==> src/rtl/sp_comma_align_pkg.sv <==
// Shared definitions for the serial K28.5 comma aligner: FSM encoding and comma patterns.
package sp_comma_align_pkg;

  typedef enum logic [1:0] {
    SEARCH = 2'd0,
    ALIGN  = 2'd1,
    LOCK   = 2'd2
  } alignState_t;

  // K28.5 patterns with the first-received bit at bit 0.
  localparam logic [9:0] K28_5_N = 10'h17C;
  localparam logic [9:0] K28_5_P = 10'h283;

endpackage

==> src/rtl/sp_shift_window.sv <==
// Serial-to-parallel window with comma comparator.
// New bits enter at the MSB, so the oldest bit of the window ends up at bit 0.
module sp_shift_window
  import sp_comma_align_pkg::*;
#(
  parameter int               WIDTH   = 10,
  parameter logic [WIDTH-1:0] COMMA_N = WIDTH'(K28_5_N),
  parameter logic [WIDTH-1:0] COMMA_P = WIDTH'(K28_5_P)
) (
  input  logic             i_clk,
  input  logic             i_rst,
  input  logic             i_serial_in,
  output logic [WIDTH-1:0] o_window,
  output logic             o_match
);

  logic [WIDTH-1:0] r_window;

  always_ff @(posedge i_clk or posedge i_rst) begin
    if (i_rst) begin
      r_window <= '0;
    end else begin
      r_window <= {i_serial_in, r_window[WIDTH-1:1]};
    end
  end

  assign o_window = r_window;
  assign o_match  = (r_window == COMMA_N) || (r_window == COMMA_P);

endmodule

==> src/rtl/sp_comma_align.sv <==
// Serial comma aligner: finds the K28.5 symbol boundary, locks after LOCK_COUNT
// consecutive aligned commas, then emits one parallel symbol every WIDTH bits.
module sp_comma_align
  import sp_comma_align_pkg::*;
#(
  parameter int               WIDTH      = 10,
  parameter int               LOCK_COUNT = 3,
  parameter logic [WIDTH-1:0] COMMA_N    = WIDTH'(K28_5_N),
  parameter logic [WIDTH-1:0] COMMA_P    = WIDTH'(K28_5_P)
) (
  input  logic             i_clk,
  input  logic             i_rst,
  input  logic             i_serial_in,
  output logic [WIDTH-1:0] o_data_out,
  output logic             o_valid,
  output logic             o_comma_det,
  output logic             o_locked,
  output logic [7:0]       o_realign_cnt
);

  localparam int         PW     = (WIDTH > 1) ? $clog2(WIDTH) : 1;
  localparam logic [3:0] W_LOCK = 4'(LOCK_COUNT);

  logic [WIDTH-1:0] w_window;
  logic             w_match;
  logic             w_boundary;
  logic             w_load;
  logic             w_loseLock;
  logic [3:0]       w_countInc;
  logic [3:0]       w_nextCount;
  alignState_t      w_nextState;

  logic [PW-1:0]    r_phase;
  logic [3:0]       r_commaCount;
  alignState_t      r_state;
  logic [WIDTH-1:0] r_dataOut;
  logic             r_valid;
  logic             r_commaDet;
  logic             r_locked;
  logic [7:0]       r_realignCnt;

  sp_shift_window #(
    .WIDTH   (WIDTH),
    .COMMA_N (COMMA_N),
    .COMMA_P (COMMA_P)
  ) u_window (
    .i_clk       (i_clk),
    .i_rst       (i_rst),
    .i_serial_in (i_serial_in),
    .o_window    (w_window),
    .o_match     (w_match)
  );

  // Any match restarts the phase; a match on a boundary coincides with the natural wrap.
  assign w_boundary = (r_phase == PW'(WIDTH - 1));
  assign w_countInc = r_commaCount + 4'd1;

  always_ff @(posedge i_clk or posedge i_rst) begin
    if (i_rst) begin
      r_phase <= '0;
    end else if (w_match || w_boundary) begin
      r_phase <= '0;
    end else begin
      r_phase <= r_phase + PW'(1);
    end
  end

  always_comb begin
    w_nextState = r_state;
    w_nextCount = r_commaCount;
    w_load      = 1'b0;
    w_loseLock  = 1'b0;
    case (r_state)
      SEARCH: begin
        if (w_match) begin
          w_nextCount = 4'd1;
          w_nextState = (LOCK_COUNT == 1) ? LOCK : ALIGN;
        end
      end
      ALIGN: begin
        if (w_boundary) begin
          if (w_match) begin
            w_nextCount = w_countInc;
            if (w_countInc >= W_LOCK) w_nextState = LOCK;
          end else begin
            w_nextCount = 4'd0;
            w_nextState = SEARCH;
          end
        end else if (w_match) begin
          w_nextCount = 4'd1;
        end
      end
      LOCK: begin
        if (w_boundary) begin
          w_load = 1'b1;
        end else if (w_match) begin
          w_loseLock  = 1'b1;
          w_nextCount = 4'd1;
          w_nextState = ALIGN;
        end
      end
      default: begin
        w_nextCount = 4'd0;
        w_nextState = SEARCH;
      end
    endcase
  end

  always_ff @(posedge i_clk or posedge i_rst) begin
    if (i_rst) begin
      r_state      <= SEARCH;
      r_commaCount <= 4'd0;
    end else begin
      r_state      <= w_nextState;
      r_commaCount <= w_nextCount;
    end
  end

  always_ff @(posedge i_clk or posedge i_rst) begin
    if (i_rst) begin
      r_dataOut    <= '0;
      r_valid      <= 1'b0;
      r_commaDet   <= 1'b0;
      r_locked     <= 1'b0;
      r_realignCnt <= 8'd0;
    end else begin
      r_valid    <= w_load;
      r_commaDet <= w_load && w_match;
      r_locked   <= (w_nextState == LOCK);
      if (w_load) r_dataOut <= w_window;
      if (w_loseLock && (r_realignCnt != 8'hFF)) r_realignCnt <= r_realignCnt + 8'd1;
    end
  end

  assign o_data_out    = r_dataOut;
  assign o_valid       = r_valid;
  assign o_comma_det   = r_commaDet;
  assign o_locked      = r_locked;
  assign o_realign_cnt = r_realignCnt;

endmodule

==> config.mk <==
export PLATFORM = sky130hd
export DESIGN_NAME = sp_comma_align
export DESIGN_NICKNAME = d
export VERILOG_FILES = /design/src/rtl/sp_comma_align_pkg.sv /design/src/rtl/sp_shift_window.sv /design/src/rtl/sp_comma_align.sv
export SDC_FILE = /design/constraint.sdc
export NUM_CORES = 1
export LEC_CHECK = 0
export CAP_MARGIN = 20
export CELL_PAD_IN_SITES_DETAIL_PLACEMENT = 1
export CELL_PAD_IN_SITES_GLOBAL_PLACEMENT = 1
export CORE_MARGIN = 5
export CORE_UTILIZATION = 35
export DETAILED_ROUTE_END_ITERATION = 7
export GPL_TIMING_DRIVEN = 0
export HOLD_SLACK_MARGIN = 0.02
export PLACE_DENSITY = 0.74
export SLEW_MARGIN = 5
export SYNTH_ARGS = -nofsm -noshare
export SYNTH_HDL_FRONTEND = slang
export SYNTH_SLANG_ARGS = --single-unit
==> constraint.sdc <==
create_clock -name i_clk -period 1.9 [get_ports i_clk]
set_input_delay 0.19 -clock i_clk [delete_from_list [all_inputs] [get_ports i_clk]]
set_output_delay 0.19 -clock i_clk [all_outputs]
set_load 0.03 [all_outputs]
==> reports/summary.txt <==
WORST SETUP PATH
----------------------------------------------------------------------------------------------------
Critical-path maximum fanout ..........................................................            8
Crit path max-delay cell type ......................................................... sky130_fd_sc_hd__or4_4
Arrival time at the worst endpoint ....................................................      2.07 ns
Origin of the critical flop-to-flop path ..............................................   r_phase[1]
Internal reg-to-reg setup slack .......................................................      0.06 ns
Destination of the worst register-to-register timing path ............................. r_commaCount[3]
Length in cells of the worst reg-to-reg path ..........................................            8
Longest individual stage delay on the worst path ......................................      0.49 ns
Worst Setup End Kind ..................................................................    flip-flop
Critical Path Start Type ..............................................................    flip-flop
Critical path, cell by cell ........................................................... inv_2 > ha_4 > nand2_2 > or2_1 > buf_6 > or4_4 > a21oi_2 > a211o_1
Worst EP required .....................................................................      2.13 ns
Critical path class ................................................................... flip-flop to flip-flop

STA
----------------------------------------------------------------------------------------------------
Max Fclk ..............................................................................      544 MHz
Number of hold violations in the final report .........................................            0
Worst Tran Pin Value ..................................................................     0.828 ns
Slew HR ...............................................................................        44.7%
Post-Route Skew .......................................................................   0.00661 ns
Final Max Tran Viols ..................................................................            0
Slack of the critical path ............................................................    0.0605 ns
Final Critical Period .................................................................      1.84 ns
Setup repair after global routing missed its margin ...................................         true
Worst slack on hold paths .............................................................     0.333 ns
Part of the cycle the worst path needs ................................................        96.8%
Setup violators final .................................................................            0

CLOCKING
----------------------------------------------------------------------------------------------------
Maximum root-to-sink buffer count .....................................................            2
Hold-fix buffers at CTS ...............................................................            0
Skew-Pair Late Insertion Delay ........................................................      0.29 ns
# clock sinks .........................................................................           41
Count of H-tree levels built during CTS ...............................................            2
Inserted Clock Buffers ................................................................            5
Clock-pin slew reported for the worst setup and hold paths after clock tree synthesis .      0.08 ns
Clock tree from TritonCTS .............................................................        built
Clock root buffer master .............................................................. sky130_fd_sc_hd__clkbuf_8

HOLD PATH
----------------------------------------------------------------------------------------------------
Hold Path Origin ......................................................................  i_serial_in
Classification of the worst-slack hold path ........................................... input pin to flip-flop
Terminating pin of the worst hold path ................................................ u_window.o_window[9]
Hold Path Cell Cnt ....................................................................            1

SYNTH
----------------------------------------------------------------------------------------------------
Share of synthesized flip-flops with an asynchronous set or reset .....................         100%
Cell accounting for the most synthesized area ......................................... sky130_fd_sc_hd__dfrtp_1
Cell count after synthesis ............................................................          146
Netlist Area Pre-Place ................................................................  0.00182 mm²
Mean area per synthesized cell ........................................................     12.5 µm²
Number of enable flip-flop cells after synthesis ......................................            0
Syn Nets ..............................................................................          154
Top FF cell, synth .................................................................... sky130_fd_sc_hd__dfrtp_1
Library cells used by synthesis .......................................................           41
Sequential-to-total area share from yosys stat ........................................        56.4%
Warning count from the yosys run ......................................................            0
Cell types with the largest area share after synthesis ................................ sky130_fd_sc_hd__dfrtp_1, sky130_fd_sc_hd__mux2_2, sky130_fd_sc_hd__ha_1
Proportion of netlist area held by the largest area contributor .......................        56.4%
Flip-flop and latch count after synthesis .............................................           41

LAYOUT
----------------------------------------------------------------------------------------------------
Number of nets in the layout ..........................................................          190
Finished layout cell area .............................................................  0.00233 mm²
ANT cells .............................................................................            0
Share of layout cells above drive strength 1 ..........................................        25.7%
Area growth from synthesis to layout ..................................................        27.9%
Number of fillers in the final layout .................................................          566

PWR
----------------------------------------------------------------------------------------------------
Reported leakage power ................................................................   0.00101 µW
PD cells ..............................................................................   827 mW/mm²
Largest vdd supply drop ...............................................................   0.000521 V

ROUTE
----------------------------------------------------------------------------------------------------
Number of DRC violations after detailed-routing iteration 0 ...........................           57
WL final ..............................................................................      4080 µm
First drt pass iteration count ........................................................            3
Total via count after detailed routing ................................................         1283
Antenna Nets Post-Route ...............................................................            0
Post-route DRC ........................................................................            0
Vias per Instance .....................................................................         5.07
Wire per inst .........................................................................      16.1 µm

PLACE
----------------------------------------------------------------------------------------------------
Half-perimeter wire length of the detailed placement result ...........................      2900 µm
PortBufs ..............................................................................           23
Routability congestion estimate .......................................................        0.801
Placement Cell Area ...................................................................  0.00214 mm²
Pre-CTS setup slack ...................................................................    -0.185 ns

FLOORPLANNING
----------------------------------------------------------------------------------------------------
Die outline width .....................................................................      82.1 µm
Area of the die .......................................................................  0.00674 mm²
Core region area ......................................................................  0.00507 mm²
Starting utilization of the core area .................................................        35.8%
Top-level I/O count ...................................................................           24
Standard-cell rows ....................................................................           26
Chip Height ...........................................................................      82.1 µm

GLOBAL ROUTING
----------------------------------------------------------------------------------------------------
Largest net degree at the start of global routing .....................................           42
Congestion Overflow GR ................................................................            0
Wire length of the first global-routing pass ..........................................      7000 µm
All-layer global routing usage ........................................................        13.7%
Initial antenna violation count .......................................................            0
Vias in the first global route ........................................................         1407

FLOW RUN
----------------------------------------------------------------------------------------------------
Number of maximum-capacitance constraint violations ...................................            0

OUTCOME
----------------------------------------------------------------------------------------------------
Status ................................................................................ finished clean

-- through the flow --
step                      utilization [%]  power, µW  std cells   TNS, ns
after floorplan                         -       1220        146         0
after detailed placement             42.1       1300        239     -1.38
after CTS                            44.5       1890        249         0
after global placement               42.1       1270        239    -0.963
final                                45.8       1920        253         0
after global routing                 45.8       2040        253  -0.00943
-- power by group --
part / switching [µW] / internal [µW] / total [µW] / leakage [µW]
sequential: 65.5 / 930 / 996 / 0.000532
clock: 306 / 259 / 564 / 0.0000374
combinational: 189 / 175 / 364 / 0.000445
-- how the worst max path moves through the flow --
| stage | from | cells after the start | endpoint |
|---|---|---|---|
| detailed placement | r_phase[1] | 7 | r_commaCount[1] |
| global route | u_window.o_window[8] | 6 | o_realign_cnt[7] |
| floorplan | o_realign_cnt[2] | 5 | o_realign_cnt[2] |
| finish | r_phase[1] | 8 | r_commaCount[3] |
| CTS | u_window.o_window[8] | 6 | r_commaCount[1] |
| global placement | r_phase[1] | 7 | r_commaCount[1] |
-- logic make-up after synthesis --
logic type	after synthesis	share of synthesized area, %
fa+ha+maj	5	3.44
flops	41	56.4
simple gates	53	19.1
mux	11	6.81
xor+xnor	10	4.81
buf+inv	10	3.09
compound gates	16	6.40
-- per-layer routing --
metal | part of all wire [%] | vias up | global-route usage [%] | wire (µm)
met3 | 2.8 | 6 | 4.01 | 114
met5 | 0 | - | 0 | 0
met2 | 55 | 18 | 24.6 | 2230
li1 | - | 598 | - | -
met1 | 42 | 661 | 15.8 | 1700
met4 | 1.0 | 0 | 3.82 | 42
-- state kept, by name, summed over array words and instances (netlist names) --
name and count:
o_comma_det 1, o_data_out 10, o_locked 1, o_realign_cnt 8, o_valid 1, r_commaCount 4
r_phase 4, r_state 2, u_window.o_window 10
-- placed cells by master, fill, tap and decap left out, types with 3 or more instances in the layout --
cell type | synthesis | final
sky130_fd_sc_hd__nor3_1 | 3 | 3
sky130_fd_sc_hd__xnor2_1 | 5 | 5
sky130_fd_sc_hd__clkdlybuf4s50_1 | 0 | 23
sky130_fd_sc_hd__nand4_1 | 5 | 5
sky130_fd_sc_hd__nor2_1 | 10 | 9
sky130_fd_sc_hd__nand2_1 | 7 | 6
sky130_fd_sc_hd__clkbuf_8 | 0 | 5
sky130_fd_sc_hd__buf_4 | 0 | 7
sky130_fd_sc_hd__mux2_2 | 11 | 11
sky130_fd_sc_hd__dfrtp_1 | 41 | 40
sky130_fd_sc_hd__a21oi_1 | 6 | 4
sky130_fd_sc_hd__nor4_1 | 4 | 3
sky130_fd_sc_hd__ha_1 | 5 | 3
sky130_fd_sc_hd__xor2_1 | 5 | 5
-- area by class of cell --
type                    instances  area, µm²  share of cell area, %
inverters                       4       15.0                  0.646
plain buffers                   6       47.5                   2.04
repair buffers                 29        275                   11.8
flip-flops and latches         41       1030                   44.2
clock buffers                   6       72.6                   3.12
well taps                      70       87.6                   3.77
clock inverters                 2       15.0                  0.646
multi-input cells              95        786                   33.8
-- critical path, delay by kind of cell (launching register included) --
family,cells,cell delay [ns]
AO/OA/AOI/OAI,2,0.26
adder cells (fa/ha/maj),1,0.13
AND/OR/NAND/NOR,3,0.79
buffers and inverters,2,0.22
flip-flops,1,0.40
-- Yosys cell counts, drive strengths merged (2+ instances only) --
cell / n
dfrtp: 41
mux2: 11
nor2: 10
nand2: 8
a21oi: 6
ha: 5
nand4: 5
nor4: 5
xnor2: 5
xor2: 5
buf: 4
inv: 4
nor4b: 4
nor3: 3
a211o: 2
and4: 2
clkbuf: 2
nand2b: 2
nand3: 2
o21ai: 2
or2: 2
or3: 2
or4: 2
-- repair_timing --
| action | CTS | global route |
|---|---|---|
| pin swaps | 2 | 4 |
| buffers inserted | 1 | 4 |
| setup endpoints to repair | 18 | 19 |
| gates resized for setup | 8 | 12 |
| cloned | 1 | 0 |
No activity file was read; power rests on OpenSTA's default activity.
